File: src/rtl/instr_encoder.sv
// Field-level instruction encoder with a FIFO feeding an instruction-memory write port.
// Optional BRANCH_ABS_EN: branch imm24 is an absolute target byte address.
module instr_encoder #(
    parameter int DEPTH = 4,
    parameter int ADDR_W = 32,
    parameter logic [ADDR_W-1:0] BASE_ADDR = '0
) (
    input  logic              clk,
    input  logic              reset,
    input  logic              in_valid,
    output logic              in_ready,
    input  logic              in_last,
    input  logic [3:0]        cond,
    input  logic [1:0]        op,
    input  logic [5:0]        funct,
    input  logic [3:0]        rn,
    input  logic [3:0]        rd,
    input  logic [11:0]       src2,
    input  logic [23:0]       imm24,
    output logic              imem_we,
    output logic [ADDR_W-1:0] imem_addr,
    output logic [31:0]       imem_wd,
    input  logic              imem_stall,
    output logic [15:0]       count,
    output logic              err,
    output logic              done
);

    localparam int PW = $clog2(DEPTH);

    typedef enum logic [1:0] {
        S_IDLE,
        S_RUN,
        S_DONE
    } state_t;

    state_t            state;
    logic              last_seen;
    logic [31:0]       mem [DEPTH];
    logic [PW-1:0]     wptr;
    logic [PW-1:0]     rptr;
    logic [PW:0]       used;
    logic [PW:0]       used_nx;
    logic [ADDR_W-1:0] addr;
    logic              full;
    logic              empty;
    logic              hs;
    logic              push;
    logic              pop;
    logic              last_nx;
    logic              legal;
    logic [31:0]       word;
    logic [23:0]       br_off;

`ifdef BRANCH_ABS_EN
    logic [ADDR_W-1:0] enq_addr;

    // Offset is relative to the word's own address plus the 8-byte pipeline lead.
    assign br_off = 24'((26'(imm24) - 26'(enq_addr) - 26'd8) >> 2);
`else
    assign br_off = imm24;
`endif

    always_comb begin
        word  = {cond, op, funct, rn, rd, src2};
        legal = 1'b1;
        case (op)
            2'b00: legal = funct[4:1] inside {4'b0100, 4'b0101, 4'b0010,
                                              4'b0000, 4'b1100};
            2'b10: word = {cond, 2'b10, funct[5:4], br_off};
            2'b11: legal = 1'b0;
            default: ;
        endcase
`ifdef BRANCH_ABS_EN
        if (op == 2'b10 && imm24[1:0] != 2'b00) begin
            legal = 1'b0;
        end
`endif
    end

    assign full      = (used == (PW+1)'(DEPTH));
    assign empty     = (used == '0);
    assign in_ready  = !full && state != S_DONE;
    assign hs        = in_valid && in_ready;
    assign push      = hs && legal;
    assign imem_we   = !empty && state != S_DONE;
    assign pop       = imem_we && !imem_stall;
    assign imem_wd   = mem[rptr];
    assign imem_addr = addr;
    assign used_nx   = used + (PW+1)'(push) - (PW+1)'(pop);
    assign last_nx   = last_seen || (hs && in_last);

    always_ff @(posedge clk) begin
        if (push) begin
            mem[wptr] <= word;
        end
    end

    always_ff @(posedge clk) begin
        if (!reset) begin
            state     <= S_IDLE;
            last_seen <= 1'b0;
            wptr      <= '0;
            rptr      <= '0;
            used      <= '0;
            addr      <= BASE_ADDR;
            count     <= '0;
            err       <= 1'b0;
            done      <= 1'b0;
`ifdef BRANCH_ABS_EN
            enq_addr  <= BASE_ADDR;
`endif
        end else begin
            used <= used_nx;
            if (push) begin
                wptr <= wptr + 1'b1;
`ifdef BRANCH_ABS_EN
                enq_addr <= enq_addr + ADDR_W'(4);
`endif
            end
            if (pop) begin
                rptr <= rptr + 1'b1;
                addr <= addr + ADDR_W'(4);
                if (count != 16'hFFFF) begin
                    count <= count + 16'd1;
                end
            end
            if (hs && !legal) begin
                err <= 1'b1;
            end
            case (state)
                S_IDLE: begin
                    if (hs) begin
                        last_seen <= last_nx;
                        if (last_nx && used_nx == '0) begin
                            state <= S_DONE;
                            done  <= 1'b1;
                        end else begin
                            state <= S_RUN;
                        end
                    end
                end
                S_RUN: begin
                    last_seen <= last_nx;
                    if (last_nx && used_nx == '0) begin
                        state <= S_DONE;
                        done  <= 1'b1;
                    end
                end
                default: ;
            endcase
        end
    end

endmodule

File: config.mk
export PLATFORM = sky130hd
export DESIGN_NAME = instr_encoder
export DESIGN_NICKNAME = d
export VERILOG_FILES = /design/src/rtl/instr_encoder.sv
export SDC_FILE = /design/constraint.sdc
export NUM_CORES = 1
export LEC_CHECK = 0
export CORE_MARGIN = 1
export CORE_UTILIZATION = 50
export CTS_BUF_LIST = sky130_fd_sc_hd__clkbuf_4
export DETAILED_ROUTE_END_ITERATION = 8
export PLACE_DENSITY_LB_ADDON = 0.15
export REMOVE_ABC_BUFFERS = 1
export SLEW_MARGIN = 10
export SYNTH_ARGS = -nofsm -noshare
export SYNTH_HDL_FRONTEND = slang
export SYNTH_SLANG_ARGS = --single-unit
File: constraint.sdc
create_clock -name clk -period 4.8 [get_ports clk]
set_input_delay 0.96 -clock clk [delete_from_list [all_inputs] [get_ports clk]]
set_output_delay 0.96 -clock clk [all_outputs]
set_load 0.01 [all_outputs]
# After elaboration in Yosys (flattened, before gate mapping)
# Memories as Yosys holds them, arrays and structs flattened. A register that Yosys moved wholly into a read port is not among the register bits.
# Cells that the tools add are included.
# totals
register_bits,60
mem_bits_rw,128
inputBits,61
out_inout_bits,84
elab_cells,66
mem_count,1
# op_classes
add_sub_neg,6
n_eq_ne,12
n_mux,15
n_reduce_logical,23
# mem_list
memory,words,width,read_ports,rd_clocked_by_memory_dff,wr,line_no,source
mem,4,32,1,1,1,39,logic [31:0] mem [DEPTH];
# op_table
cell,n
adder 32 x 3 -> 32 bit (second input constant),1
2-to-1 mux 28 bit,1
adder 16 x 1 -> 16 bit (second input constant),1
!= test 16 bit (second input constant),1
2-to-1 mux 2 bit,5
== test 4 x 3 -> 1 bit (second input constant),2
logical AND 1 bit,8
logical NOT 3 bit,2
!= test 2 bit (second input constant),3
case mux 1 bit (2 select lines),3
2-to-1 mux 1 bit,5
nonzero test 5 bit,1
adder 2 x 1 -> 2 bit (second input constant),2
== test 2 bit (second input constant),2
== test 4 x 2 -> 1 bit (second input constant),1
== test 4 bit (second input constant),1
logical NOT 1 bit,4
logical NOT 2 bit,2
logical NOT 4 bit,1
case mux 2 bit (2 select lines),1
AND reduction 2 bit,2
adder 3 x 1 -> 3 bit,1
== test 3 bit (second input constant),1
AND reduction 3 bit,1
4 further kinds,4

# Depth between registers and ports, before layout
# logic_depth
word_depth,12
depth_mapped,12
ltp_nobuf,12

# Worst setup path before layout
# Ideal clock, no wire load.
# synth_path
path_type,in2reg
startpoint,input port op[1]
endpoint,register state[0]
setup_ps,129
arrival_time_ps,3610
t_required_ps,4671
setup_slack_ps,1061
cell_stages,11
n_path_buf,0
cell_sequence,nor4b_1 > a211oi_1 > nor3_1 > inv_1 > ha_1 > inv_1 > ha_1 > fa_1 > or4_1 > nor3_1 > nor3b_1
# synth_via
elab_chain_cells,10
word_cells_on_any_way,13
classes_between,2 x add/sub; 2 x eq/ne; 4 x mux; 5 x reduce/logical
# synth_rtl
item,line_no,source
"start, declared",14,"input logic [1:0] op,"
== test 2 bit / logical NOT 2 bit (equally long branches),67,case (op)
case mux 1 bit (2 select lines) (*),67,
logical AND 1 bit (*),85,assign push = hs && legal;
adder 3 x 1 -> 3 bit (*),90,assign used_nx = used + (PW+1)'(push) - (PW+1)'(pop);
subtractor 3 x 1 -> 3 bit (*),90,
via used_nx[1],43,logic [PW:0] used_nx;
logical NOT 3 bit (*),"135, 145",
logical AND 1 bit (*),"135, 145",
2-to-1 mux 2 bit,135,if (last_nx && used_nx == '0) begin
2-to-1 mux 2 bit,133,if (hs) begin
case mux 2 bit (2 select lines),131,case (state)
"end signal, assigned",136,state <= S_DONE;
"end signal, assigned",139,state <= S_RUN;
"end signal, assigned",146,state <= S_DONE;
"end, declared",37,state_t state;
# Mark *: on every way through the listed nets, which the timed path passes. The rest lies on a longest branch. The select of a mux whose other input is x is not followed.
# A chain may end at the register's enable or synchronous reset.

==> results.cfg <==
[power_and_ir_drop]
p_sw_share_pct = 26.3
pwr-share-clk_pct = 22.7
net-switching-power_mw = 1.04
powerDensity_nw_per_um2 = 404
irDropWorstVdd_mv = 0.219
power.internal_mw = 2.90
p_leak_nw = 3.16
comb_power_share_pct = 26.4
report.power.total_mw = 3.94
seq_power_share_pct = 50.9

[cts]
numCtsBuffers = 17
cts_tree = yes
htreeDepth = 4
cts-root-buf = clkbuf_4
cts.repair.resized = 0
ctsHoldBuffers = 0
post_cts_buffers = 0
cts_buffer_depth = 2
clk_pin_slew_ns = 0.14
clkLatencyLatePin_ns = 0.55
cts.sinks = 188

[finish]
num-fill-cells = 1179
multi_input_area_um2 = 2640
area_growth_pct = 24.6
fin_nets = 732
regArea_um2 = 5050
drive_above_1_share_pct = 15.7

[synthesis]
synthTopCellsByArea = edfxtp_1 (49%), dfxtp_1 (15%), mux4_2 (9.2%)
ys_seq_area_share_pct = 64.4
synth_top_area_cell = edfxtp_1
synth_edf_count = 128
synth_seq_cells = 188
synth_most_common_cell = edfxtp_1
avgSynthCellArea_um2 = 15.0
yosysWarnings = 0
synthTopCellsByCount = edfxtp_1 (128), dfxtp_1 (60), and2_1 (39), mux4_2 (32), xnor2_1 (29)
netlist_instances = 523
yosysUniqueCellTypes = 52
yosys.area.top_type_share_pct = 49.1
syn-cell-area_um2 = 7840
ys.flop_type = edfxtp_1
async_flop_share_pct = 0

[die]
initial_core_util_pct = 51.3
die_w_um = 127
dieArea_um2 = 16200
rows = 45
die_y_um = 127
num_io_pins = 145
design.core.area_um2 = 15300

[timing]
worst_slack_ns = 0.997
min_period_ns = 3.80
slew_headroom_pct = 39.7
fmax_ghz = 0.263
drv_slew = 0
hold_viol_final = 0
fin_crit_sh_pct = 79.2
rsz0062_at_grt = no
finalSetupTns_ns = 0
tightest_slew_ns = 0.905
fin_skew_ns = 0.0127
setup_viol = 0

[grt]
grt_first_pass_wirelength_um = 24400
grt_pass1_vias = 4877
grt_max_degree = 64
grt-ovfl-total = 0
antenna_found_initial = 2
grt.total_usage_pct = 19.8

[setup_path]
rr_startpoint = used[0]
start_kind = flop
rrSetupSlack_ns = 1.30
worst_setup_path_end_kind = output pin
criticalPathCategory = reg -> out
r2r_cells = 10
path_max_fanout = 20
critPathArrivalTime_ns = 2.84
reg2reg_to = state[1]
worstPathRequired_ns = 3.84

[detailed_routing]
met2_length_um = 7320
vias = 4763
ant_nets = 0
wl_met3_um = 1020
routed_wl_um = 14900
firstDrtPassIters = 4
drc = 0
highest_layer = met4
drt-initial-drc-count = 186
wl_per_cell_um = 16.9
wl_met1_um = 6440
routed_via_density = 5.38

[placed_design]
port_buffers = 142
place_hpwl_um = 9750
gp_congestion = 0.772
dp_worst_setup_slack_ns = 0.475

[flow_run]
max_cap_violations = 0

[min_path]
hold_path_end = count[1]
hp-class = reg -> reg
whs_path_depth = 2
worstHoldStart = count[1]

[outcome]
status = finished, final reports clean
## critical path: stages, from the launching register on
cell	delay [ns]
dfxtp_2	0.85
buf_4	0.40
mux4_2	0.55
clkdlybuf4s50_1	0.50
## power by group through the flow
| stage | sequential [mW] | clock (mW) | combinational [mW] |
|---|---|---|---|
| after floorplan | 2.03 | 0 | 0.546 |
| after global placement | 2.04 | 0 | 1.04 |
| after detailed placement | 2.05 | 0 | 1.06 |
| after CTS | 2.01 | 0.923 | 1.06 |
| after global routing | 2.03 | 0.984 | 1.13 |
| final | 2.00 | 0.896 | 1.04 |
## cells in the final DEF, fill, tap and decap left out, types with 6 or more instances in the layout
cell type        netlist  layout
clkdlybuf4s50_1        0     142
edfxtp_1             128     128
dfxtp_1               60      58
and2_1                39      35
mux4_2                32      32
xnor2_1               29      29
mux2_2                24      24
nand2_1               21      21
nand3_1               21      21
clkbuf_4               0      17
nand4_1               13      13
a21boi_0              13      13
inv_1                 11      11
and3_1                 9       9
o31ai_1                8       8
ha_1                   8       8
o21ai_0                7       7
or3_1                  6       6
nor2_1                 6       6
or4_1                  6       6
buf_4                  2       6
## logic make-up (layout without fill, tap and decap cells)
group	count (synthesis)	count (layout)	share of synthesized area (%)
AOI/OAI and AO/OA	46	46	4.12
xor gates and xnor gates	32	32	3.58
adders and majority gates	9	9	1.53
buffers and inverters	41	191	2.27
DFF	188	188	64.4
muxes	58	58	12.9
other	1	3	0.0479
and+or+nand+nor	148	148	11.2
## registers in the layout, summed over array words and instances (netlist names), named ones only
register	flops
err	1
used	3
mem	128
imem_addr	30
state	2
wptr	2
done	1
count	16
last_seen	1
rptr	2
## per-layer routing
metal	vias up	track usage [%]
met5	-	0
met4	0	5.67
met3	12	5.99
met2	144	33.7
met1	2353	24.4
li1	2254	-
## per-stage QoR
| step | hold slack (ns) | cells | utilization, % | area, µm² |
|---|---|---|---|---|
| 2_1_floorplan | 0.463 | 495 | - | 7710 |
| 3_3_place_gp | 0.475 | 854 | 62.0 | 9460 |
| 3_5_place_dp | 0.489 | 854 | 62.0 | 9460 |
| 4_1_cts | 0.511 | 885 | 64.0 | 9760 |
| 5_1_grt | 0.540 | 886 | 64.0 | 9770 |
| 6_report | 0.503 | 886 | 64.0 | 9770 |
## layout make-up
cell class / count / share of cell area (%)
flip-flops and latches: 188 / 51.7
repair buffers: 148 / 15.0
inverters: 12 / 0.461
well taps: 211 / 2.70
clock buffers: 17 / 1.31
diodes: 1 / 0.0256
multi-input cells: 295 / 27.0
clock inverters: 14 / 1.81
## worst max path at each step
stage	depth (start not counted)	slack [ns]	end
after floorplan	11	1.06	state[0]
after global placement	12	0.58	state[0]
after detailed placement	12	0.48	state[0]
after CTS	3	0.85	imem_wd[14]
after global routing	3	0.75	imem_wd[13]
final	3	1.0	imem_wd[24]
Power figures use the tool's default switching activity.
